==> src/rtl/vid_pkg.sv <==
// rtl/vid_pkg.sv - shared video timing constants, colour-bar table, FSM states and pixel packing
//
// Contents:
//   VID_*         1920x1080p60 timing defaults (148.5 MHz pixel clock)
//   VID_BAR_RGB   colour-bar on/off flags, {r,g,b}, entry 0 = leftmost bar
//   vid_state_e   generator states IDLE / RUN / DRAIN
//   vid_pack      packs components into the stream order {red, blue, green}
package vid_pkg;

  localparam int VID_H_ACTIVE = 1920;
  localparam int VID_H_FP     = 88;
  localparam int VID_H_SYNC   = 44;
  localparam int VID_H_BP     = 148;
  localparam int VID_V_ACTIVE = 1080;
  localparam int VID_V_FP     = 4;
  localparam int VID_V_SYNC   = 5;
  localparam int VID_V_BP     = 36;

  localparam int VID_BARS = 8;

  // white, yellow, cyan, green, magenta, red, blue, black (index 0 first)
  localparam logic [VID_BARS-1:0][2:0] VID_BAR_RGB = {
    3'b000, 3'b001, 3'b100, 3'b101, 3'b010, 3'b011, 3'b110, 3'b111
  };

  typedef enum logic [1:0] {
    ST_IDLE  = 2'd0,
    ST_RUN   = 2'd1,
    ST_DRAIN = 2'd2
  } vid_state_e;

  function automatic logic [23:0] vid_pack(input logic [7:0] r, input logic [7:0] g,
                                           input logic [7:0] b);
    return {r, b, g};
  endfunction

endpackage

==> src/rtl/vid_pattern_gen.sv <==
// rtl/vid_pattern_gen.sv - combinational test-pattern pixel for a given (h, v)
//
// Optional: VID_TIMING_GEN_CROSSHAIR_EN forces red on the centre row/column.
// Ports:
//   i_h      12  horizontal position
//   i_v      11  vertical position
//   i_sel     2  pattern: 0 bars, 1 grey ramp, 2 mid-grey, 3 64x64 checkerboard
//   o_pixel  24  packed pixel (unblanked; the parent applies blanking)
module vid_pattern_gen
  import vid_pkg::*;
#(
  parameter int H_ACTIVE = VID_H_ACTIVE
`ifdef VID_TIMING_GEN_CROSSHAIR_EN
  , parameter int V_ACTIVE = VID_V_ACTIVE
`endif
) (
  input  logic [11:0] i_h,
  input  logic [10:0] i_v,
  input  logic [1:0]  i_sel,
  output logic [23:0] o_pixel
);

  localparam int BAR_W = H_ACTIVE / VID_BARS;

  logic [2:0] w_bar;
  logic [2:0] w_rgb;
  logic       w_chk;

  // Bar index by threshold compare, avoiding a divider for non-power-of-2 widths.
  always_comb begin
    w_bar = '0;
    for (int k = 1; k < VID_BARS; k++) begin
      if (i_h >= 12'(k * BAR_W)) w_bar = 3'(k);
    end
  end

  assign w_rgb = VID_BAR_RGB[w_bar];
  assign w_chk = i_h[6] ^ i_v[6];

  always_comb begin
    o_pixel = '0;
    case (i_sel)
      2'd0:    o_pixel = vid_pack({8{w_rgb[2]}}, {8{w_rgb[1]}}, {8{w_rgb[0]}});
      2'd1:    o_pixel = vid_pack(i_h[10:3], i_h[10:3], i_h[10:3]);
      2'd2:    o_pixel = vid_pack(8'h80, 8'h80, 8'h80);
      default: o_pixel = vid_pack({8{w_chk}}, {8{w_chk}}, {8{w_chk}});
    endcase
`ifdef VID_TIMING_GEN_CROSSHAIR_EN
    if (i_h == 12'(H_ACTIVE / 2) || i_v == 11'(V_ACTIVE / 2)) begin
      o_pixel = vid_pack(8'hFF, 8'h00, 8'h00);
    end
`endif
  end

`ifndef VID_TIMING_GEN_CROSSHAIR_EN
  logic w_unused_v;
  assign w_unused_v = ^{i_v[10:7], i_v[5:0]};
`endif

endmodule

==> src/rtl/vid_timing_gen.sv <==
// rtl/vid_timing_gen.sv - video timing generator with built-in test patterns
//
// Optional: VID_TIMING_GEN_CROSSHAIR_EN enables a red crosshair overlay.
// Ports:
//   clk            pixel clock
//   n_rst          asynchronous active-low reset
//   i_en           run request; frames always complete once started
//   sw[1:0]        pattern select, latched at the start of each frame
//   o_vid_data     24-bit pixel {R, B, G}, zero in blanking
//   o_vid_hsync    horizontal sync (polarity SYNC_POL)
//   o_vid_vsync    vertical sync (polarity SYNC_POL)
//   o_vid_VDE      data enable
//   o_hcount       horizontal position of the current beat
//   o_vcount       vertical position of the current beat
//   o_frame_start  one-beat pulse on (0,0)
//   o_busy         beat is valid (generator running or draining)
module vid_timing_gen
  import vid_pkg::*;
#(
  parameter int H_ACTIVE = VID_H_ACTIVE,
  parameter int H_FP     = VID_H_FP,
  parameter int H_SYNC   = VID_H_SYNC,
  parameter int H_BP     = VID_H_BP,
  parameter int V_ACTIVE = VID_V_ACTIVE,
  parameter int V_FP     = VID_V_FP,
  parameter int V_SYNC   = VID_V_SYNC,
  parameter int V_BP     = VID_V_BP,
  parameter bit SYNC_POL = 1'b1
) (
  input  logic        clk,
  input  logic        n_rst,
  input  logic        i_en,
  input  logic [3:0]  sw,
  output logic [23:0] o_vid_data,
  output logic        o_vid_hsync,
  output logic        o_vid_vsync,
  output logic        o_vid_VDE,
  output logic [11:0] o_hcount,
  output logic [10:0] o_vcount,
  output logic        o_frame_start,
  output logic        o_busy
);

  localparam int H_TOTAL = H_ACTIVE + H_FP + H_SYNC + H_BP;
  localparam int V_TOTAL = V_ACTIVE + V_FP + V_SYNC + V_BP;

  localparam logic [11:0] H_LAST     = 12'(H_TOTAL - 1);
  localparam logic [11:0] H_ACT      = 12'(H_ACTIVE);
  localparam logic [11:0] H_SYNC_BEG = 12'(H_ACTIVE + H_FP);
  localparam logic [11:0] H_SYNC_END = 12'(H_ACTIVE + H_FP + H_SYNC);
  localparam logic [10:0] V_LAST     = 11'(V_TOTAL - 1);
  localparam logic [10:0] V_ACT      = 11'(V_ACTIVE);
  localparam logic [10:0] V_SYNC_BEG = 11'(V_ACTIVE + V_FP);
  localparam logic [10:0] V_SYNC_END = 11'(V_ACTIVE + V_FP + V_SYNC);

  vid_state_e  r_state;
  vid_state_e  w_state_nxt;
  logic [11:0] r_h;
  logic [10:0] r_v;
  logic [1:0]  r_sel;

  logic        w_adv;
  logic        w_h_last;
  logic        w_frame_last;
  logic        w_origin;
  logic [1:0]  w_sel;
  logic        w_vde;
  logic        w_hs_act;
  logic        w_vs_act;
  logic [23:0] w_pixel;
  logic        w_unused_sw;

  assign w_adv        = (r_state != ST_IDLE);
  assign w_h_last     = (r_h == H_LAST);
  assign w_frame_last = w_h_last && (r_v == V_LAST);
  assign w_origin     = w_adv && (r_h == '0) && (r_v == '0);
  assign w_unused_sw  = ^sw[3:2];

  // The select is taken straight from sw on the (0,0) beat so that beat
  // already uses the new frame's pattern; r_sel holds it for the rest.
  assign w_sel = w_origin ? sw[1:0] : r_sel;

  assign w_vde    = (r_h < H_ACT) && (r_v < V_ACT);
  assign w_hs_act = (r_h >= H_SYNC_BEG) && (r_h < H_SYNC_END);
  assign w_vs_act = (r_v >= V_SYNC_BEG) && (r_v < V_SYNC_END);

  always_ff @(posedge clk or negedge n_rst) begin
    if (!n_rst) r_state <= ST_IDLE;
    else        r_state <= w_state_nxt;
  end

  // A request drop on the very last beat skips DRAIN, otherwise DRAIN would
  // start a whole new frame after the counters wrap.
  always_comb begin
    w_state_nxt = r_state;
    case (r_state)
      ST_IDLE:  if (i_en) w_state_nxt = ST_RUN;
      ST_RUN:   if (!i_en) w_state_nxt = w_frame_last ? ST_IDLE : ST_DRAIN;
      ST_DRAIN: begin
        if (i_en)              w_state_nxt = ST_RUN;
        else if (w_frame_last) w_state_nxt = ST_IDLE;
      end
      default:  w_state_nxt = ST_IDLE;
    endcase
  end

  always_ff @(posedge clk or negedge n_rst) begin
    if (!n_rst) begin
      r_h <= '0;
      r_v <= '0;
    end else if (w_adv) begin
      if (w_h_last) begin
        r_h <= '0;
        r_v <= (r_v == V_LAST) ? '0 : r_v + 11'd1;
      end else begin
        r_h <= r_h + 12'd1;
      end
    end
  end

  always_ff @(posedge clk or negedge n_rst) begin
    if (!n_rst) r_sel <= '0;
    else        r_sel <= w_sel;
  end

  vid_pattern_gen #(
    .H_ACTIVE(H_ACTIVE)
`ifdef VID_TIMING_GEN_CROSSHAIR_EN
    , .V_ACTIVE(V_ACTIVE)
`endif
  ) u_pattern (
    .i_h    (r_h),
    .i_v    (r_v),
    .i_sel  (w_sel),
    .o_pixel(w_pixel)
  );

  always_ff @(posedge clk or negedge n_rst) begin
    if (!n_rst) begin
      o_vid_data    <= '0;
      o_vid_hsync   <= !SYNC_POL;
      o_vid_vsync   <= !SYNC_POL;
      o_vid_VDE     <= 1'b0;
      o_hcount      <= '0;
      o_vcount      <= '0;
      o_frame_start <= 1'b0;
      o_busy        <= 1'b0;
    end else if (w_adv) begin
      o_vid_data    <= w_vde ? w_pixel : '0;
      o_vid_hsync   <= w_hs_act ? SYNC_POL : !SYNC_POL;
      o_vid_vsync   <= w_vs_act ? SYNC_POL : !SYNC_POL;
      o_vid_VDE     <= w_vde;
      o_hcount      <= r_h;
      o_vcount      <= r_v;
      o_frame_start <= w_origin;
      o_busy        <= 1'b1;
    end else begin
      o_vid_data    <= '0;
      o_vid_hsync   <= !SYNC_POL;
      o_vid_vsync   <= !SYNC_POL;
      o_vid_VDE     <= 1'b0;
      o_hcount      <= '0;
      o_vcount      <= '0;
      o_frame_start <= 1'b0;
      o_busy        <= 1'b0;
    end
  end

endmodule

==> config.mk <==
export PLATFORM = sky130hd
export DESIGN_NAME = vid_timing_gen
export DESIGN_NICKNAME = d
export VERILOG_FILES = /design/src/rtl/vid_pkg.sv /design/src/rtl/vid_pattern_gen.sv /design/src/rtl/vid_timing_gen.sv
export SDC_FILE = /design/constraint.sdc
export NUM_CORES = 1
export LEC_CHECK = 0
export CELL_PAD_IN_SITES_DETAIL_PLACEMENT = 1
export CELL_PAD_IN_SITES_GLOBAL_PLACEMENT = 2
export CORE_ASPECT_RATIO = 0.5
export CORE_MARGIN = 1
export CORE_UTILIZATION = 34
export DETAILED_ROUTE_END_ITERATION = 12
export GPL_ROUTABILITY_DRIVEN = 0
export PLACE_DENSITY_LB_ADDON = 0.1
export SYNTH_ARGS = -nofsm -noshare
export SYNTH_HDL_FRONTEND = slang
export SYNTH_SLANG_ARGS = --single-unit
==> constraint.sdc <==
create_clock -name clk -period 2.9 [get_ports clk]
set_clock_uncertainty 0.05 [all_clocks]
set_input_delay 0.435 -clock clk [delete_from_list [all_inputs] [get_ports clk]]
set_output_delay 0.435 -clock clk [all_outputs]
set_load 0.03 [all_outputs]
==> flow_metrics.env, run 1 <==
export IMPL_synth_warning_count=0
export IMPL_rr_worst_depth=5
export IMPL_start_util_pct=35.8
export IMPL_maxCapViolCount=0
export IMPL_antenna_found_initial=0
export IMPL_grt_pass1_vias=2900
export IMPL_vias=2672
export IMPL_num_io_pins=59
export IMPL_cts_resized_gates=0
export IMPL_wire_per_inst_microns=16.7
export IMPL_met1_usage_pct=23.3
export IMPL_crit_type="reg -> reg"
export IMPL_fin_crit_ns=2.68
export IMPL_synth_seq_cells=79
export IMPL_fill_cells=1077
export IMPL_final_max_slew_viol_count=0
export IMPL_status="complete, no violations"
export IMPL_core_area_sq_mm=0.00963
export IMPL_grt_total_usage_pct=18.7
export IMPL_clk_path_buf_depth=2
export IMPL_h_tree_depth=3
export IMPL_cp_required_ns=3.10
export IMPL_cts_sinks=79
export IMPL_drive_gt1_share_pct=11.7
export IMPL_start_kind="register"
export IMPL_cts_tree="built"
export IMPL_synth_distinct_cells=44
export IMPL_syn_area_sq_mm=0.00345
export IMPL_synth_nets=333
export IMPL_power_leakage_nw=1.96
export IMPL_totalWireLength_mm=8.81
export IMPL_area_growth_syn_to_layout_pct=33.2
export IMPL_hold_class="in -> async"
export IMPL_die_h_microns=73.2
export IMPL_crit_path_max_fanout=13
export IMPL_grt_busiest_layer="met2"
export IMPL_grt_pass1_wl_mm=14.7
export IMPL_maxSlewHeadroom_pct=31.8
export IMPL_synth_edf_count=0
export IMPL_syn_instance_count=322
export IMPL_post_cts_setup_buffers=0
export IMPL_dp_hpwl_mm=6.07
export IMPL_grt_start_max_net_pins=80
export IMPL_rsz0062_at_grt="no"
export IMPL_die_w_microns=144
export IMPL_ys_seq_area_share_pct=57.3
export IMPL_cts_root_buf="clkbuf_16"
export IMPL_firstDrtPassIters=4
export IMPL_power_density_mw_per_mm2=917
export IMPL_min_period_over_period_pct=92.2
export IMPL_postCtsHoldBufs=0
export IMPL_io_buffers=56
export IMPL_fin_cells=529
export IMPL_max_vdd_ir_drop_v=0.000310
export IMPL_drtIter0Drc=135
export IMPL_drc=0
export IMPL_worst_pin_slew_ns=1.02
export IMPL_antenna_cells=0
export IMPL_rows=25
export IMPL_dp_cells=513
export IMPL_fmax_mhz=374
export IMPL_ys_flop_type="dfrtp_1"
export IMPL_worstSetupEndpointType="register"
export IMPL_cts_buffers=9
export IMPL_hold_violations=0
export IMPL_path_clk_slew_ns=0.06
export IMPL_syn_area_per_cell_sq_um=10.7
export IMPL_die_area_sq_mm=0.0106
export IMPL_arrival_ns=2.88
export IMPL_grt_overflow=0
export IMPL_ant_nets=0
export IMPL_vias_per_cell=5.05
export IMPL_ys_async_sr_fraction_pct=100
export IMPL_fin_tns_setup_ns=0
export IMPL_finalSetupViolations=0
export IMPL_use_met3_pct=5.25
export IMPL_fin_nets=400
export IMPL_clk_latency_ns=0.34
export IMPL_use_met2_pct=32.0
## sequential cells by signal (all words and copies together), names as in the netlist
register and flops:
o_vid_vsync 1, o_vid_VDE 1, r_v 11, r_sel 2, o_vid_data 24, o_busy 1, r_h 12, o_hcount 12
o_frame_start 1, o_vid_hsync 1, r_state 2, o_vcount 11
## metrics by stage
step | total power [W] | hold slack [ns] | setup WS (ns) | instance area [sq um] | utilization [%]
after floorplan | 0.00232 | 0.0894 | 0.478 | 3450 | -
after global placement | 0.00282 | 0.469 | 0.277 | 4230 | 43.9
after detailed placement | 0.00286 | 0.507 | 0.226 | 4230 | 43.9
after CTS | 0.00426 | 0.256 | 0.211 | 4600 | 47.7
after global routing | 0.00443 | 0.283 | 0.0195 | 4600 | 47.7
final | 0.00422 | 0.192 | 0.225 | 4600 | 47.7
## critical path, stage by stage, from the launching register on
cell       delay, ns
dfrtp_1         0.62
nor4_1          0.11
and4_1          0.25
a2111oi_1       0.93
o221ai_2        0.37
a31oi_1         0.25
## cell usage in the layout, fill, tap and decap left out, types with 2 or more instances in the layout
cell             count
nor3b_1              2
nor2b_1              3
nor4_1               5
clkinvlp_4           2
nand2_1             24
xor2_1               4
clkdlybuf4s50_1     55
and4_1               5
dfrtp_1             79
a2111oi_1            2
o221ai_2             2
bufinv_16            4
a31oi_1              4
nor3_1               7
nand4_1              5
buf_4               19
o21ai_0             16
a21oi_1             26
nand3_1             11
nor2_1              31
o211ai_1             3
mux2i_1              2
nand2b_1             6
clkbuf_16            9
and2_1              18
o211a_1              2
nand3b_1             2
ha_1                 4
or4b_2               2
xnor2_1              9
inv_1                7
o21a_1               8
or4_4                3
## report_power, final
| group | total [W] | internal [W] | switching, W |
|---|---|---|---|
| Combinational | 0.00135 | 0.000535 | 0.000818 |
| Sequential | 0.00148 | 0.00132 | 0.000162 |
| Clock | 0.00138 | 0.000930 | 0.000453 |
## kinds of logic (layout without fill, tap and decap cells)
family | after synthesis | after routing | synth area share [%]
AOI/OAI and AO/OA | 72 | 72 | 14.1
xor gates and xnor gates | 13 | 13 | 3.30
adders and majority gates | 4 | 4 | 1.45
buffers and inverters | 25 | 97 | 3.23
DFF | 79 | 79 | 57.3
muxes | 2 | 2 | 0.580
and+or+nand+nor | 127 | 127 | 20.1
## cell usage after synthesis (all sizes together) (4+ instances only)
library cell | n | area share [%]
nor4 | 5 | 0.91
inv | 7 | 0.76
nand4 | 5 | 0.91
xnor2 | 9 | 2.3
buf | 6 | 1.2
and4 | 5 | 1.3
a21oi | 26 | 3.8
nor2 | 31 | 3.4
nand3 | 11 | 1.6
xor2 | 4 | 1.0
and2 | 18 | 3.3
nor3 | 7 | 1.0
nand2 | 24 | 2.6
nand2b | 6 | 1.1
o211ai | 4 | 1.3
clkbuf | 12 | 1.3
o21ai | 17 | 2.6
o21a | 8 | 1.7
ha | 4 | 1.5
dfrtp | 79 | 57
a31oi | 4 | 0.73
## path summary, 6_finish.rpt
| kind | from | to | slack, ns |
|---|---|---|---|
| worst min register to register | r_h[2] | r_h[2] | 0.52 |
| max in group asynchronous | n_rst | r_h[1] | 1.96 |
| worst min-delay path | n_rst | o_vid_data[8] | 0.19 |
| min in group clk | r_h[2] | r_h[2] | 0.52 |
| worst max register to register | r_h[10] | o_vid_data[23] | 0.22 |
| worst max-delay path | r_h[10] | o_vid_data[23] | 0.22 |
## area by class of cell
class	count	area, sq um	area share [%]
sequential	79	1980	43.0
multi-input combinational	218	1360	29.6
timing repair buffer	74	693	15.1
clock buffer	9	225	4.90
tap	135	169	3.68
clock inverter	7	144	3.13
inverter	7	26.3	0.572
## layer usage
metal / up-vias / part of all wire, %
met4: 0 / 0.90
met5: - / 0
met3: 12 / 4.2
li1: 1261 / -
met1: 1351 / 46
met2: 48 / 49
Power figures use the tool's default switching activity.
==> run 2, diff against run 1 <==
--- a/config.mk
+++ b/config.mk
@@ -13,6 +13,7 @@
 export DETAILED_ROUTE_END_ITERATION = 12
 export GPL_ROUTABILITY_DRIVEN = 0
 export PLACE_DENSITY_LB_ADDON = 0.1
+export RECOVER_POWER = 100
 export SYNTH_ARGS = -nofsm -noshare
 export SYNTH_HDL_FRONTEND = slang
 export SYNTH_SLANG_ARGS = --single-unit
==> run 2 against run 1 <==
Final area down 0.46%. Critical path depth up 1. Highest routed layer unchanged. Wire length shrank 0.28%. Power is 1.7% lower. Core utilization decreased by 0.22 points. Largest cell class unchanged. Flip-flop and latch count did not move. First-iteration DRC count is 3.7% higher. Clock power barely moved. Final cell count stayed put. Setup slack worse by 0.044 ns. Fmax decreased by 1.6%. The run now ends with max-capacitance violations, max-slew violations left. Sequential share of layout area increased by 0.20 points.
==> flow_metrics.env, run 2 (synthesis results as in run 1) <==
export IMPL_status="finished with violations"
export IMPL_violations="max-capacitance violations, max-slew violations"
export IMPL_max_flop_register="o_vid_data"
export IMPL_final_max_slew_viol_count=80
export IMPL_final_cell_mix="dfrtp_1 (79), dlygate4sd3_1 (53), nor2_1 (31)"
export IMPL_min_from="r_h[2]"
export IMPL_grt_total_usage_pct=18.7
export IMPL_area_growth_syn_to_layout_pct=32.6
export IMPL_wire_per_inst_microns=16.6
export IMPL_vias=2685
export IMPL_slowest_delay_ns=0.59
export IMPL_num_io_pins=59
export IMPL_clk_path_buf_depth=2
export IMPL_cts_sinks=79
export IMPL_start_kind="register"
export IMPL_largest_reg_flops=24
export IMPL_grt_overflow=0
export IMPL_dp_cells=513
export IMPL_crit_buf_inv=1
export IMPL_clk_latency_ns=0.34
export IMPL_fin_area_sq_mm=0.00457
export IMPL_use_met2_pct=32.0
export IMPL_rr_worst_depth=6
export IMPL_io_buffers=56
export IMPL_power_density_mw_per_mm2=906
export IMPL_crit_path_max_fanout=8
export IMPL_antenna_cells=0
export IMPL_die_w_microns=144
export IMPL_worst_pin_slew_ns=1.91
export IMPL_fin_tns_setup_ns=0
export IMPL_cts_tree="built"
export IMPL_ant_nets=0
export IMPL_totalWireLength_mm=8.79
export IMPL_fmax_mhz=368
export IMPL_hold_violations=0
export IMPL_die_area_sq_mm=0.0106
export IMPL_min_period_over_period_pct=93.8
export IMPL_arrival_ns=2.92
export IMPL_rsz0062_at_grt="no"
export IMPL_drive_gt1_share_pct=10.7
export IMPL_fin_nets=400
export IMPL_layout_commonest_cell="dfrtp_1"
export IMPL_cp_depth=6
export IMPL_firstDrtPassIters=4
export IMPL_worstReg2RegEnd="o_vid_data[2]"
export IMPL_hold_ws_ns=0.511
export IMPL_antenna_found_initial=0
export IMPL_cp_required_ns=3.10
export IMPL_grt_busiest_layer="met2"
export IMPL_r2r_start="r_v[4]"
export IMPL_dp_hpwl_mm=6.07
export IMPL_fin_cells=529
export IMPL_drtIter0Drc=140
export IMPL_grt_pass1_wl_mm=14.7
export IMPL_power_leakage_nw=2.08
export IMPL_start_util_pct=35.8
export IMPL_reg2reg_slack_ns=0.18
export IMPL_maxSlewHeadroom_pct=-27.4
export IMPL_worstSetupEndpointType="register"
export IMPL_place_area_sq_mm=0.00423
export IMPL_hold_class="reg -> reg"
export IMPL_h_tree_depth=3
export IMPL_crit_type="reg -> reg"
export IMPL_cts_buffers=9
export IMPL_critPathLaunch="r_v[4]"
export IMPL_finalSetupViolations=0
export IMPL_met1_usage_pct=23.3
export IMPL_die_h_microns=73.2
export IMPL_rows=25
export IMPL_path_clk_slew_ns=0.06
export IMPL_reg_largest_list="o_vid_data (24), o_hcount (12), r_h (12)"
export IMPL_crit_family="simple AND/OR/NAND/NOR gates"
export IMPL_power_w=0.00414
export IMPL_fin_crit_ns=2.72
export IMPL_crit_end="o_vid_data[2]"
export IMPL_postCtsHoldBufs=0
export IMPL_cts_root_buf="clkbuf_16"
export IMPL_core_area_sq_mm=0.00963
export IMPL_max_vdd_ir_drop_v=0.000306
export IMPL_slowest_stage="or4_4"
export IMPL_drc=0
export IMPL_maxCapViolCount=1
export IMPL_use_met3_pct=5.25
export IMPL_grt_start_max_net_pins=80
export IMPL_crit_chain="or4_1 > or4_4 > nor4b_4 > o221ai_2 > clkbuf_2 > a21oi_1"
export IMPL_grt_pass1_vias=2900
export IMPL_cts_resized_gates=0
export IMPL_vias_per_cell=5.08
export IMPL_post_cts_setup_buffers=0
run 2: per-layer routing:
layer	up-vias	share of wire, %
met5	-	0
met3	9	4.0
met4	0	0.49
met1	1367	46
li1	1260	-
met2	49	49
run 2: power by group:
part	leakage, nW	switching (W)	internal (W)
combinational	0.853	0.000818	0.000471
clock	0.172	0.000452	0.000930
sequential	1.05	0.000154	0.00132
run 2: worst min-delay path by stage:
| stage | endpoint | slack [ns] | depth (start not counted) |
|---|---|---|---|
| finish | r_h[2] | 0.51 | 1 |
| global route | r_h[2] | 0.55 | 1 |
| CTS | o_vid_data[8] | 0.26 | 1 |
| detailed placement | r_h[2] | 0.51 | 1 |
| global placement | r_h[2] | 0.47 | 1 |
| floorplan | o_busy | 0.09 | 0 |
run 2: metrics by stage:
step / util, % / setup WS (ns)
CTS: 47.7 / 0.211
global placement: 43.9 / 0.277
global route: 47.5 / 0.0138
floorplan: - / 0.478
detailed placement: 43.9 / 0.226
finish: 47.5 / 0.181
run 2: cell type report:
class,count,area (sq um)
clock buffer,9,225
clock inverter,7,144
fill,1084,5060
tap,135,169
sequential,79,1980
multi-input combinational,218,1360
timing repair buffer,74,677
inverter,7,26.3
==> run 3, diff against run 2 <==
--- a/config.mk
+++ b/config.mk
@@ -14,6 +14,7 @@
 export GPL_ROUTABILITY_DRIVEN = 0
 export PLACE_DENSITY_LB_ADDON = 0.1
 export RECOVER_POWER = 100
+export SLEW_MARGIN = 5
 export SYNTH_ARGS = -nofsm -noshare
 export SYNTH_HDL_FRONTEND = slang
 export SYNTH_SLANG_ARGS = --single-unit
==> results of run 3 <==
Final layout, timing and power as in run 2 (identical DEF).
